==> src/rtl/main_fsm_pkg.sv <==
// main_fsm_pkg: shared encodings for the multicycle control unit, the
// datapath muxes and the ALU decoder. Optional feature macro used by the
// consumers of this package: MAIN_FSM_UTYPE_EN.
package main_fsm_pkg;

  typedef enum logic [3:0] {
    S_FETCH,
    S_DECODE,
    S_MEMADR,
    S_MEMREAD,
    S_MEMWB,
    S_MEMWRITE,
    S_EXECR,
    S_EXECI,
    S_EXECU,
    S_ALUWB,
    S_BEQ,
    S_JAL,
    S_ILLEGAL,
    S_FAULT
  } state_t;

  // Opcode field values
  localparam logic [6:0] OP_LOAD   = 7'b0000011;
  localparam logic [6:0] OP_STORE  = 7'b0100011;
  localparam logic [6:0] OP_RTYPE  = 7'b0110011;
  localparam logic [6:0] OP_ITYPE  = 7'b0010011;
  localparam logic [6:0] OP_BRANCH = 7'b1100011;
  localparam logic [6:0] OP_JAL    = 7'b1101111;
  localparam logic [6:0] OP_LUI    = 7'b0110111;
  localparam logic [6:0] OP_AUIPC  = 7'b0010111;

  // ALU operand A select
  localparam logic [1:0] SRCA_PC    = 2'b00;
  localparam logic [1:0] SRCA_OLDPC = 2'b01;
  localparam logic [1:0] SRCA_RS1   = 2'b10;
  localparam logic [1:0] SRCA_ZERO  = 2'b11;

  // ALU operand B select
  localparam logic [1:0] SRCB_RS2  = 2'b00;
  localparam logic [1:0] SRCB_IMM  = 2'b01;
  localparam logic [1:0] SRCB_FOUR = 2'b10;

  // ALU decoder request
  localparam logic [1:0] ALUOP_ADD   = 2'b00;
  localparam logic [1:0] ALUOP_SUB   = 2'b01;
  localparam logic [1:0] ALUOP_FUNCT = 2'b10;

  // Writeback / PC source select
  localparam logic [1:0] RES_ALUOUT = 2'b00;
  localparam logic [1:0] RES_RDATA  = 2'b01;
  localparam logic [1:0] RES_ALU    = 2'b10;

  // Immediate format select
  localparam logic [2:0] IMM_I = 3'b000;
  localparam logic [2:0] IMM_S = 3'b001;
  localparam logic [2:0] IMM_B = 3'b010;
  localparam logic [2:0] IMM_J = 3'b011;
  localparam logic [2:0] IMM_U = 3'b100;

  // Bundle of all state-decoded control outputs
  typedef struct packed {
    logic       mem_req;
    logic       mem_write;
    logic       adr_src;
    logic       ir_write;
    logic       pc_update;
    logic       branch;
    logic       reg_write;
    logic [1:0] alu_src_a;
    logic [1:0] alu_src_b;
    logic [1:0] alu_op;
    logic [1:0] result_src;
    logic       retire;
    logic       trap;
    logic       fault;
  } ctl_t;

  // Immediate format follows the opcode regardless of state
  function automatic logic [2:0] imm_sel(input logic [6:0] op);
    case (op)
      OP_LOAD, OP_ITYPE: imm_sel = IMM_I;
      OP_STORE:          imm_sel = IMM_S;
      OP_BRANCH:         imm_sel = IMM_B;
      OP_JAL:            imm_sel = IMM_J;
      OP_LUI, OP_AUIPC:  imm_sel = IMM_U;
      default:           imm_sel = IMM_I;
    endcase
  endfunction

endpackage

==> src/rtl/main_fsm_if.sv <==
// main_fsm_if: instruction-register opcode, memory handshake and datapath
// control bundle between the control unit (master) and the datapath (slave).
interface main_fsm_if;
  logic [6:0] op;
  logic       mem_ready;
  logic       mem_req;
  logic       mem_write;
  logic       adr_src;
  logic       ir_write;
  logic       pc_update;
  logic       branch;
  logic       reg_write;
  logic [1:0] alu_src_a;
  logic [1:0] alu_src_b;
  logic [1:0] alu_op;
  logic [1:0] result_src;
  logic [2:0] imm_src;
  logic       retire;
  logic       trap;
  logic       fault;

  modport master (
    input  op, mem_ready,
    output mem_req, mem_write, adr_src, ir_write, pc_update, branch,
           reg_write, alu_src_a, alu_src_b, alu_op, result_src, imm_src,
           retire, trap, fault
  );

  modport slave (
    output op, mem_ready,
    input  mem_req, mem_write, adr_src, ir_write, pc_update, branch,
           reg_write, alu_src_a, alu_src_b, alu_op, result_src, imm_src,
           retire, trap, fault
  );
endinterface

==> src/rtl/main_fsm_mem_stall_timer.sv <==
// mem_stall_timer: counts stalled cycles of the current memory access,
// saturating at MEM_TIMEOUT; timeout is raised while the count sits at the
// limit. MEM_TIMEOUT=0 disables the timeout.
module mem_stall_timer #(
  parameter int unsigned MEM_TIMEOUT = 15
) (
  input  logic clk,
  input  logic rst,
  input  logic clear,
  input  logic stall,
  output logic timeout
);
  localparam int unsigned TO_W = (MEM_TIMEOUT == 0) ? 1 : $clog2(MEM_TIMEOUT + 1);
  localparam logic [TO_W-1:0] LIMIT = TO_W'(MEM_TIMEOUT);

  logic [TO_W-1:0] count;

  // Stall counter: clear has priority, then saturating increment
  always_ff @(posedge clk or posedge rst) begin
    if (rst) begin
      count <= '0;
    end else if (clear) begin
      count <= '0;
    end else if (stall && (count != LIMIT)) begin
      count <= count + 1'b1;
    end
  end

  assign timeout = (MEM_TIMEOUT != 0) && (count == LIMIT);
endmodule

==> src/rtl/main_fsm.sv <==
// main_fsm: multicycle RV32I control unit sequencing FETCH/DECODE/EXECUTE/
// MEM/WB with a bounded memory stall, illegal-opcode trap and retire pulse.
// Optional macro MAIN_FSM_UTYPE_EN adds lui/auipc through the EXECU state;
// without it both opcodes trap.
module main_fsm
  import main_fsm_pkg::*;
#(
  parameter int unsigned MEM_TIMEOUT = 15
) (
  input  logic          clk,
  input  logic          rst,
  main_fsm_if.master    bus
);

  state_t state;
  state_t state_next;
  ctl_t   ctl;
  logic   timeout;
  logic   in_mem;
  logic   stall;
  logic   clear;

  assign in_mem = (state == S_FETCH) || (state == S_MEMREAD) || (state == S_MEMWRITE);
  assign stall  = in_mem && !bus.mem_ready;
  // Any state change clears the timer, so every entry into a memory state
  // (including FETCH straight after MEMWRITE) starts from zero.
  assign clear  = (state_next != state);

  mem_stall_timer #(
    .MEM_TIMEOUT(MEM_TIMEOUT)
  ) u_timer (
    .clk    (clk),
    .rst    (rst),
    .clear  (clear),
    .stall  (stall),
    .timeout(timeout)
  );

  // State register
  always_ff @(posedge clk or posedge rst) begin
    if (rst) begin
      state <= S_FETCH;
    end else begin
      state <= state_next;
    end
  end

  // Next-state: memory states wait on mem_ready (ready beats timeout)
  always_comb begin
    state_next = state;
    case (state)
      S_FETCH: begin
        if (bus.mem_ready)  state_next = S_DECODE;
        else if (timeout)   state_next = S_FAULT;
      end
      S_DECODE: begin
        case (bus.op)
          OP_LOAD, OP_STORE: state_next = S_MEMADR;
          OP_RTYPE:          state_next = S_EXECR;
          OP_ITYPE:          state_next = S_EXECI;
          OP_BRANCH:         state_next = S_BEQ;
          OP_JAL:            state_next = S_JAL;
`ifdef MAIN_FSM_UTYPE_EN
          OP_LUI, OP_AUIPC:  state_next = S_EXECU;
`else
          OP_LUI, OP_AUIPC:  state_next = S_ILLEGAL;
`endif
          default:           state_next = S_ILLEGAL;
        endcase
      end
      S_MEMADR:   state_next = (bus.op == OP_LOAD) ? S_MEMREAD : S_MEMWRITE;
      S_MEMREAD: begin
        if (bus.mem_ready)  state_next = S_MEMWB;
        else if (timeout)   state_next = S_FAULT;
      end
      S_MEMWRITE: begin
        if (bus.mem_ready)  state_next = S_FETCH;
        else if (timeout)   state_next = S_FAULT;
      end
      S_MEMWB:    state_next = S_FETCH;
      S_EXECR:    state_next = S_ALUWB;
      S_EXECI:    state_next = S_ALUWB;
`ifdef MAIN_FSM_UTYPE_EN
      S_EXECU:    state_next = S_ALUWB;
`endif
      S_ALUWB:    state_next = S_FETCH;
      S_BEQ:      state_next = S_FETCH;
      S_JAL:      state_next = S_ALUWB;
      S_ILLEGAL:  state_next = S_FETCH;
      S_FAULT:    state_next = S_FAULT;
      default:    state_next = S_FETCH;
    endcase
  end

  // Output decode: Moore from state, with FETCH/MEMWRITE handshake qualifiers
  always_comb begin
    ctl = '0;
    case (state)
      S_FETCH: begin
        ctl.mem_req    = 1'b1;
        ctl.alu_src_a  = SRCA_PC;
        ctl.alu_src_b  = SRCB_FOUR;
        ctl.alu_op     = ALUOP_ADD;
        ctl.result_src = RES_ALU;
        ctl.ir_write   = bus.mem_ready;
        ctl.pc_update  = bus.mem_ready;
      end
      S_DECODE: begin
        ctl.alu_src_a = SRCA_OLDPC;
        ctl.alu_src_b = SRCB_IMM;
        ctl.alu_op    = ALUOP_ADD;
      end
      S_MEMADR: begin
        ctl.alu_src_a = SRCA_RS1;
        ctl.alu_src_b = SRCB_IMM;
        ctl.alu_op    = ALUOP_ADD;
      end
      S_MEMREAD: begin
        ctl.mem_req = 1'b1;
        ctl.adr_src = 1'b1;
      end
      S_MEMWB: begin
        ctl.result_src = RES_RDATA;
        ctl.reg_write  = 1'b1;
        ctl.retire     = 1'b1;
      end
      S_MEMWRITE: begin
        ctl.mem_req   = 1'b1;
        ctl.mem_write = 1'b1;
        ctl.adr_src   = 1'b1;
        ctl.retire    = bus.mem_ready;
      end
      S_EXECR: begin
        ctl.alu_src_a = SRCA_RS1;
        ctl.alu_src_b = SRCB_RS2;
        ctl.alu_op    = ALUOP_FUNCT;
      end
      S_EXECI: begin
        ctl.alu_src_a = SRCA_RS1;
        ctl.alu_src_b = SRCB_IMM;
        ctl.alu_op    = ALUOP_FUNCT;
      end
`ifdef MAIN_FSM_UTYPE_EN
      S_EXECU: begin
        ctl.alu_src_a = (bus.op == OP_LUI) ? SRCA_ZERO : SRCA_OLDPC;
        ctl.alu_src_b = SRCB_IMM;
        ctl.alu_op    = ALUOP_ADD;
      end
`endif
      S_ALUWB: begin
        ctl.result_src = RES_ALUOUT;
        ctl.reg_write  = 1'b1;
        ctl.retire     = 1'b1;
      end
      S_BEQ: begin
        ctl.alu_src_a  = SRCA_RS1;
        ctl.alu_src_b  = SRCB_RS2;
        ctl.alu_op     = ALUOP_SUB;
        ctl.result_src = RES_ALUOUT;
        ctl.branch     = 1'b1;
        ctl.retire     = 1'b1;
      end
      S_JAL: begin
        ctl.alu_src_a  = SRCA_OLDPC;
        ctl.alu_src_b  = SRCB_FOUR;
        ctl.alu_op     = ALUOP_ADD;
        ctl.result_src = RES_ALUOUT;
        ctl.pc_update  = 1'b1;
      end
      S_ILLEGAL: begin
        ctl.trap = 1'b1;
      end
      S_FAULT: begin
        ctl.fault = 1'b1;
      end
      default: begin
        ctl = '0;
      end
    endcase
  end

  assign bus.mem_req    = ctl.mem_req;
  assign bus.mem_write  = ctl.mem_write;
  assign bus.adr_src    = ctl.adr_src;
  assign bus.ir_write   = ctl.ir_write;
  assign bus.pc_update  = ctl.pc_update;
  assign bus.branch     = ctl.branch;
  assign bus.reg_write  = ctl.reg_write;
  assign bus.alu_src_a  = ctl.alu_src_a;
  assign bus.alu_src_b  = ctl.alu_src_b;
  assign bus.alu_op     = ctl.alu_op;
  assign bus.result_src = ctl.result_src;
  assign bus.imm_src    = imm_sel(bus.op);
  assign bus.retire     = ctl.retire;
  assign bus.trap       = ctl.trap;
  assign bus.fault      = ctl.fault;

endmodule

==> src/flat_wrapper.sv <==
// flat-port wrapper written by rule: the top's interface ports become plain ports
module main_fsm_flat import main_fsm_pkg::*;
#(
  parameter int unsigned MEM_TIMEOUT = 15
)
  (clk, rst, bus_op, bus_mem_ready, bus_mem_req, bus_mem_write, bus_adr_src, bus_ir_write, bus_pc_update, bus_branch, bus_reg_write, bus_alu_src_a, bus_alu_src_b, bus_alu_op, bus_result_src, bus_imm_src, bus_retire, bus_trap, bus_fault);
  main_fsm_if bus_i ();
  input  logic clk;
  input  logic rst;
  input wire logic [$bits(bus_i.op)-1:0] bus_op;
  input wire logic [$bits(bus_i.mem_ready)-1:0] bus_mem_ready;
  output wire logic [$bits(bus_i.mem_req)-1:0] bus_mem_req;
  output wire logic [$bits(bus_i.mem_write)-1:0] bus_mem_write;
  output wire logic [$bits(bus_i.adr_src)-1:0] bus_adr_src;
  output wire logic [$bits(bus_i.ir_write)-1:0] bus_ir_write;
  output wire logic [$bits(bus_i.pc_update)-1:0] bus_pc_update;
  output wire logic [$bits(bus_i.branch)-1:0] bus_branch;
  output wire logic [$bits(bus_i.reg_write)-1:0] bus_reg_write;
  output wire logic [$bits(bus_i.alu_src_a)-1:0] bus_alu_src_a;
  output wire logic [$bits(bus_i.alu_src_b)-1:0] bus_alu_src_b;
  output wire logic [$bits(bus_i.alu_op)-1:0] bus_alu_op;
  output wire logic [$bits(bus_i.result_src)-1:0] bus_result_src;
  output wire logic [$bits(bus_i.imm_src)-1:0] bus_imm_src;
  output wire logic [$bits(bus_i.retire)-1:0] bus_retire;
  output wire logic [$bits(bus_i.trap)-1:0] bus_trap;
  output wire logic [$bits(bus_i.fault)-1:0] bus_fault;
  assign bus_i.op = bus_op;
  assign bus_i.mem_ready = bus_mem_ready;
  assign bus_mem_req = bus_i.mem_req;
  assign bus_mem_write = bus_i.mem_write;
  assign bus_adr_src = bus_i.adr_src;
  assign bus_ir_write = bus_i.ir_write;
  assign bus_pc_update = bus_i.pc_update;
  assign bus_branch = bus_i.branch;
  assign bus_reg_write = bus_i.reg_write;
  assign bus_alu_src_a = bus_i.alu_src_a;
  assign bus_alu_src_b = bus_i.alu_src_b;
  assign bus_alu_op = bus_i.alu_op;
  assign bus_result_src = bus_i.result_src;
  assign bus_imm_src = bus_i.imm_src;
  assign bus_retire = bus_i.retire;
  assign bus_trap = bus_i.trap;
  assign bus_fault = bus_i.fault;
  main_fsm #(.MEM_TIMEOUT(MEM_TIMEOUT)) u_core (.clk(clk), .rst(rst), .bus(bus_i));
endmodule
==> config.mk <==
export PLATFORM = sky130hd
export DESIGN_NAME = main_fsm_flat
export DESIGN_NICKNAME = d
export VERILOG_FILES = /design/src/rtl/main_fsm_pkg.sv /design/src/rtl/main_fsm_if.sv /design/src/rtl/main_fsm_mem_stall_timer.sv /design/src/rtl/main_fsm.sv /design/src/flat_wrapper.sv
export SDC_FILE = /design/constraint.sdc
export NUM_CORES = 1
export LEC_CHECK = 0
export CAP_MARGIN = 30
export CORE_UTILIZATION = 43
export DETAILED_ROUTE_END_ITERATION = 10
export PLACE_DENSITY = 0.79
export SYNTH_ARGS = -nofsm -noshare
export SYNTH_HDL_FRONTEND = slang
export SYNTH_SLANG_ARGS = --single-unit
==> constraint.sdc <==
create_clock -name clk -period 2.1 [get_ports clk]
set_clock_uncertainty 0.15 [all_clocks]
set_input_delay 0.42 -clock clk [delete_from_list [all_inputs] [get_ports clk]]
set_output_delay 0.42 -clock clk [all_outputs]
set_load 0.02 [all_outputs]
# After elaboration in Yosys (flattened, before gate mapping)
# Index checks and enable logic that the tools add are counted.
# W data, S select, Z words.
dict set report word_totals {
  register_bits 8
  in_bits 10
  out_inout_bits 21
  wordCells 62
}
dict set report op_classes {
  addsub 1
  n_eq_ne 23
  muxes 22
  n_reduce_logical 14
}
# operator count
set ops {}
lappend ops {{$pmux W6 S7} 1}
lappend ops {{$pmux W4 S7} 1}
lappend ops {{$eq A4 B4 Y1 const B} 6}
lappend ops {{$mux W4} 6}
lappend ops {{$eq A7 B6 Y1 const B} 3}
lappend ops {{$pmux W4 S5} 1}
lappend ops {{$eq A4 B3 Y1 const B} 4}
lappend ops {{$eq A7 B5 Y1 const B} 2}
lappend ops {{$eq A7 B7 Y1 const B} 2}
lappend ops {{$pmux W3 S4} 1}
lappend ops {{$reduce_or A3 Y1} 3}
lappend ops {{$eq A4 B2 Y1 const B} 2}
lappend ops {{$mux W1} 8}
lappend ops {{$reduce_or A2 Y1} 4}
lappend ops {{$eq A7 B2 Y1 const B} 1}
lappend ops {{$add A4 B1 Y4 const B} 1}
lappend ops {{$eq A4 B1 Y1 const B} 1}
lappend ops {{$logic_not A4 Y1} 1}
lappend ops {{$ne A4 B4 Y1} 1}
lappend ops {{$ne A4 B4 Y1 const B} 1}
lappend ops {{$pmux W1 S2} 2}
lappend ops {{$pmux W2 S2} 1}
lappend ops {{$mux W3} 1}
lappend ops {{$logic_and A1 B1 Y1} 2}
lappend ops {{other kinds (3)} 4}

# Depth between registers and ports, before layout
dict set report logic_depth {
  ltp_word 7
  ltp_mapped 7
  mapped_depth_nobuf 6
}

# Modules after synthesis
# Synthesis repeated with hierarchy kept, for this count alone.
dict set report unflattened {
  hier_cells 127
  hier_area_um2 905.9
}
# module instances cells_each area_each_um2 seq_area_each_um2
set modules_own_cells {}
lappend modules_own_cells {main_fsm 1 106 673.1 100.1}
lappend modules_own_cells {mem_stall_timer 1 21 232.7 100.1}

# Least setup slack after synthesis
# OpenSTA, ideal clock, no wires.
dict set report synth_timing {
  kind {in2reg}
  start {input port bus_op[2]}
  end {register u_core.u_timer.count[2]}
  setup_time_ps 107
  arrival_ps 1878
  required_ps 1843
  setup_slack_ps -35
  cell_stages 6
  n_path_buf 1
  path_cell_list {buf_6 > xor2_1 > or4b_1 > a32oi_2 > a31oi_2 > a2111oi_4}
}
dict set report synth_via {
  elab_chain_len 6
  elab_cells_between_ends 13
  cone_classes {7 x eq/ne; 4 x mux; 2 x reduce/logical}
}
# item line
set synth_rtl {}
lappend synth_rtl {{from (decl)} flat_wrapper.sv:10} ;# input wire logic [$bits(bus_i.op)-1:0] bus_op;
lappend synth_rtl {{$eq A7 B6 Y1 or $eq A7 B2 Y1 (tied branches)} {main_fsm.sv:57, main_fsm.sv:71}}
lappend synth_rtl {{$reduce_or A2 Y1} main_fsm.sv:57} ;# case (bus.op)
lappend synth_rtl {{$pmux W4 S5} main_fsm.sv:57}
lappend synth_rtl {{$pmux W4 S7 (*)} main_fsm.sv:51} ;# case (state)
lappend synth_rtl {{$ne A4 B4 Y1 (*)} main_fsm.sv:27} ;# assign clear = (state_next != state);
lappend synth_rtl {{$mux W4 or $reduce_bool A2 Y1 (tied branches)} n/a}
lappend synth_rtl {{to (signal assigned)} main_fsm_mem_stall_timer.sv:25} ;# count <= count + 1'b1;
lappend synth_rtl {{to (decl)} main_fsm_mem_stall_timer.sv:16} ;# logic [TO_W-1:0] count;
# Mark *: on every way between the ends. The rest lies on a longest branch, timed or not.
# A chain may end at the register's enable or synchronous reset.

# Worst setup path in the final report
dict set report layout_timing {
  start {register u_core.state[0]}
  end {register u_core.u_timer.count[3]}
}
dict set report layout_via {
  elab_chain_len 6
  elab_cells_between_ends 22
  cone_classes {9 x eq/ne; 6 x mux; 7 x reduce/logical}
}
# item line
set layout_rtl {}
lappend layout_rtl {{from (decl)} main_fsm.sv:15} ;# state_t state;
lappend layout_rtl {{from (signal assigned)} main_fsm.sv:44} ;# state <= state_next;
lappend layout_rtl {{parallel branches: the longest is 6 deep, another holds $pmux W4 S7} n/a}
# Several ways; the timed one is not identified.

==> impl_table.tex <==
\begin{tabular}{lr}
\hline
Metric & Value \\
\hline
\multicolumn{2}{l}{\textbf{Floorplan}} \\
\quad Core outline area & between 0.002 and 0.0025 mm² \\
\quad Die span in x & between 50 and 60 µm \\
\quad Top Ports & 31 \\
\quad Vert. Die Dim & 52.2 µm \\
\quad Starting density of the core & 0.471 \\
\quad Placement Rows & 17 \\
\quad Area enclosed by the die boundary & between 0.002 and 0.003 mm² \\
\multicolumn{2}{l}{\textbf{Critical path}} \\
\quad Critical path launch point type & flip-flop \\
\quad Worst setup path class & flip-flop to flip-flop \\
\quad Cell type with the highest occurrence count on the critical path & sky130\_fd\_sc\_hd\_\_or3\_4 \\
\quad Data arrival time of the worst path & $\sim$2.2 ns \\
\quad Critical-path maximum fanout & 5 \\
\quad Cells along the critical path & or3\_4 -> or3\_4 -> a21oi\_4 -> o211ai\_1 -> buf\_4 -> a2111oi\_2 \\
\quad Type of destination of the critical path & flip-flop \\
\quad Required @ worst endpoint & roughly 2.1 ns \\
\quad Max stage delay on crit path & 0.46 ns \\
\quad Standard cell with the maximum stage delay on the critical path & sky130\_fd\_sc\_hd\_\_dfrtp\_2 \\
\multicolumn{2}{l}{\textbf{Drt}} \\
\quad Total via count in the routed design & $\sim$1700 \\
\quad DR DRC count & 0 \\
\quad Routed length per instance & about 20 µm \\
\quad Post-detailed-route via-to-cell ratio & roughly 6.5 \\
\quad Detailed Route Iter0 Violations & between 80 and 90 \\
\quad Number of search-and-repair iterations in the first detailed-routing pass & 7 \\
\quad Number of nets with antenna violations after routing & 0 \\
\quad Final wirelength & $\sim$5.4 mm \\
\multicolumn{2}{l}{\textbf{Finish}} \\
\quad Most common cell after layout, fill and taps aside & sky130\_fd\_sc\_hd\_\_buf\_4 \\
\quad Number of nets at the end of the flow & $\sim$250 \\
\quad Highest-count cells in the layout ignoring fill and taps & sky130\_fd\_sc\_hd\_\_buf\_4, sky130\_fd\_sc\_hd\_\_nor2\_1, sky130\_fd\_sc\_hd\_\_nand2\_1 \\
\quad Total non-filler cell area in the finished layout & 0.00211 mm² \\
\quad Synth-to-Final Area Change & 94.6\% \\
\quad \# fillers & 84 \\
\quad Antenna Cells & 0 \\
\quad Footprint of the multi-input gates & about 0.0011 mm² \\
\quad Reg area & just over 200 µm² \\
\quad Share of layout cells above drive strength 1 & 0.598 \\
\multicolumn{2}{l}{\textbf{Hold path}} \\
\quad Class of the tightest hold or removal check & primary input to async pin \\
\multicolumn{2}{l}{\textbf{STA}} \\
\quad Crit path setup slack, layout & -0.149 ns \\
\quad Period utilization & 1.07 \\
\quad Final number of max-transition violations & 0 \\
\quad Shortest clock period the worst path allows after layout & 2.25 ns \\
\quad Achievable Freq & roughly 0.44 GHz \\
\quad Final hold slack & between 0.3 and 0.4 ns \\
\quad Headroom to the max-slew limit & 0.647 \\
\quad Worst-Margin Slew & between 0.5 and 0.6 ns \\
\quad Unrepaired setup endpoints after global routing & true \\
\quad Final hold violation count & 0 \\
\quad Number of setup violations in the final report & 9 \\
\multicolumn{2}{l}{\textbf{Placement}} \\
\quad Total placed instance area & 0.00174 mm² \\
\quad HPWL reported at the end of detailed placement & about 2.9 mm \\
\quad Placer congestion estimate & 0.966 \\
\quad Count of buffers inserted at the top-level ports & 30 \\
\multicolumn{2}{l}{\textbf{Outcome}} \\
\quad Outcome & complete, but fails checks \\
\quad Failing checks & setup timing \\
\multicolumn{2}{l}{\textbf{Synth}} \\
\quad Post-synthesis instance total & 150 \\
\quad Number of enable-type register cells in the synthesized netlist & 0 \\
\quad Primary flip-flop cell chosen by synthesis mapping & sky130\_fd\_sc\_hd\_\_dfrtp\_1 \\
\quad Warning count from the yosys run & 0 \\
\quad Post-synthesis async set-or-reset flop share & 1.00 \\
\quad Fraction of the yosys area taken by sequential cells & 0.185 \\
\quad Mean cell area of the mapped netlist & 7.22 µm² \\
\quad Count of state elements after synthesis & 8 \\
\quad Post-Synthesis Net Count & $\sim$160 \\
\quad Netlist Area Pre-Place & 0.00108 mm² \\
\quad Number of distinct library cells after synthesis & 54 \\
\multicolumn{2}{l}{\textbf{Clock tree}} \\
\quad Max Root-Sink Buffers & 2 \\
\quad Clock input transition at the sequential cells of the worst setup and hold paths & around 0.060 ns \\
\quad Later-pin clock latency in the skew report & about 0.26 ns \\
\quad Library cell used as clock root buffer & sky130\_fd\_sc\_hd\_\_clkbuf\_4 \\
\quad Clock tree from TritonCTS & done \\
\quad Clock tree sinks & 8 \\
\quad Level count of the clock H-tree & 1 \\
\quad Cts bufs inserted & 3 \\
\multicolumn{2}{l}{\textbf{Pwr}} \\
\quad Internal power consumption & roughly 1400 µW \\
\quad Combinational fraction of design power & 0.861 \\
\quad Part of the power in registers & 0.096 \\
\quad Net load switching power & 1330 µW \\
\quad Power density over cell area & around 1300 mW/mm² \\
\quad Worst-case vdd ir drop & roughly 1200 µV \\
\quad Static Leakage & 0.000952 µW \\
\quad Portion of total power attributed to the clock network & 0.044 \\
\quad Switching power share of the total & 0.488 \\
\multicolumn{2}{l}{\textbf{Global route}} \\
\quad Initial antenna violation count & 0 \\
\quad Maximum number of pins on one net before global-route repair & 10 \\
\quad Global Route Usage Sum & 0.314 \\
\quad Vias in the first global route & between 1500 and 2000 \\
\quad First-pass GRT wire length & roughly 6.5 mm \\
\quad Congestion Overflow GR & 0 \\
\multicolumn{2}{l}{\textbf{Run}} \\
\quad Max Cap Violations & 0 \\
\hline
\end{tabular}
-- registers in the layout, indices dropped and copies added, names as in the netlist --
name / count
u_core.state: 4
u_core.u_timer.count: 4
-- final cells by class --
type,count,share of cell area
clock buffer,3,0.0107
inverter,6,0.0107
multi-input combinational,124,0.512
sequential,8,0.0974
tap,28,0.0166
timing repair buffer,98,0.353
-- power groups by stage --
stage	combinational, µW	clock (µW)	sequential, µW
global route	2430	128	258
global placement	1640	0	260
floorplan	887	0	220
CTS	1800	118	252
finish	2340	119	259
detailed placement	1690	0	258
-- layer usage --
metal | track usage | share of wire | vias to the layer above
li1 | - | - | 735
met5 | 0 | 0 | -
met1 | 0.337 | 0.37 | 793
met3 | 0.0464 | 0.080 | 54
met4 | 0.123 | 0.064 | 0
met2 | 0.605 | 0.49 | 148
-- cells in the mapped netlist (2+ instances only) --
cell                         n  area share
sky130_fd_sc_hd__a2111oi_1   3       0.028
sky130_fd_sc_hd__mux2i_1     2       0.018
sky130_fd_sc_hd__buf_2       4       0.018
sky130_fd_sc_hd__a21oi_1     9       0.042
sky130_fd_sc_hd__nor3_1      7       0.032
sky130_fd_sc_hd__and3_1      2       0.012
sky130_fd_sc_hd__nor4b_1     2       0.016
sky130_fd_sc_hd__a31oi_1     2       0.012
sky130_fd_sc_hd__nand2_1    15       0.052
sky130_fd_sc_hd__a22oi_1     2       0.014
sky130_fd_sc_hd__nand3b_1    2       0.014
sky130_fd_sc_hd__nand2b_1    3       0.017
sky130_fd_sc_hd__o22ai_1     2       0.012
sky130_fd_sc_hd__nor2b_1     5       0.029
sky130_fd_sc_hd__or2_2       3       0.017
sky130_fd_sc_hd__o32ai_1     2       0.016
sky130_fd_sc_hd__xnor2_1     5       0.040
sky130_fd_sc_hd__clkbuf_1    5       0.017
sky130_fd_sc_hd__dfrtp_1     8        0.18
sky130_fd_sc_hd__nor2_1     18       0.062
sky130_fd_sc_hd__or3_1       4       0.023
sky130_fd_sc_hd__nand3_1     5       0.023
sky130_fd_sc_hd__inv_1       5       0.017
sky130_fd_sc_hd__buf_1       2      0.0069
sky130_fd_sc_hd__a21o_1      3       0.021
sky130_fd_sc_hd__nor4_1      2       0.012
-- stage by stage --
step                      total power (µW)  worst slack [ns]  cells  setup TNS (ns)   util
after floorplan                       1110           -0.0346    150         -0.0557      -
after global placement                1900            -0.590    247           -7.91  0.759
after detailed placement              1940            -0.687    247           -8.58  0.759
after CTS                             2170            -0.132    259          -0.443  0.817
after global routing                  2810            -0.202    267           -1.37  0.917
final                                 2710            -0.149    267          -0.782  0.917
-- critical path: cells and delay by family, from the launching register on --
family / cells / cell delay [ns]
AO/OA/AOI/OAI: 3 / 0.60
buffers and inverters: 1 / 0.20
flip-flops: 1 / 0.46
AND/OR/NAND/NOR: 2 / 0.71
-- kinds of logic (layout without fill, tap and decap cells) --
group / Yosys count / after routing / synth area share
AND/OR/NAND/NOR: 79 / 79 / 0.399
AO/OA/AOI/OAI: 36 / 36 / 0.264
buffers and inverters: 18 / 107 / 0.0740
flip-flops: 8 / 8 / 0.185
XOR/XNOR: 6 / 6 / 0.0486
multiplexers: 2 / 2 / 0.0185
adder cells (fa/ha/maj): 1 / 1 / 0.0116
-- path summary, 6_finish.rpt --
kind	start	to	slack [ns]	cells after the start
max reg2reg	u_core.state[0]	u_core.u_timer.count[3]	-0.15	6
max in group asynchronous	rst	u_core.state[3]	1.19	2
min reg2reg	u_core.u_timer.count[3]	u_core.u_timer.count[3]	0.52	2
min	rst	u_core.u_timer.count[0]	0.33	2
min in group clk	u_core.u_timer.count[3]	u_core.u_timer.count[3]	0.52	2
max	u_core.state[0]	u_core.u_timer.count[3]	-0.15	6
-- what timing repair did --
action / 4_1_cts / 5_1_grt
resized for setup: 105 / 67
pin swaps: 12 / 23
buffers inserted: 9 / 9
setup endpoints to repair: 27 / 24
gates cloned: 0 / 0
hold buffers: 0 / 0
Power figures use the tool's default switching activity.
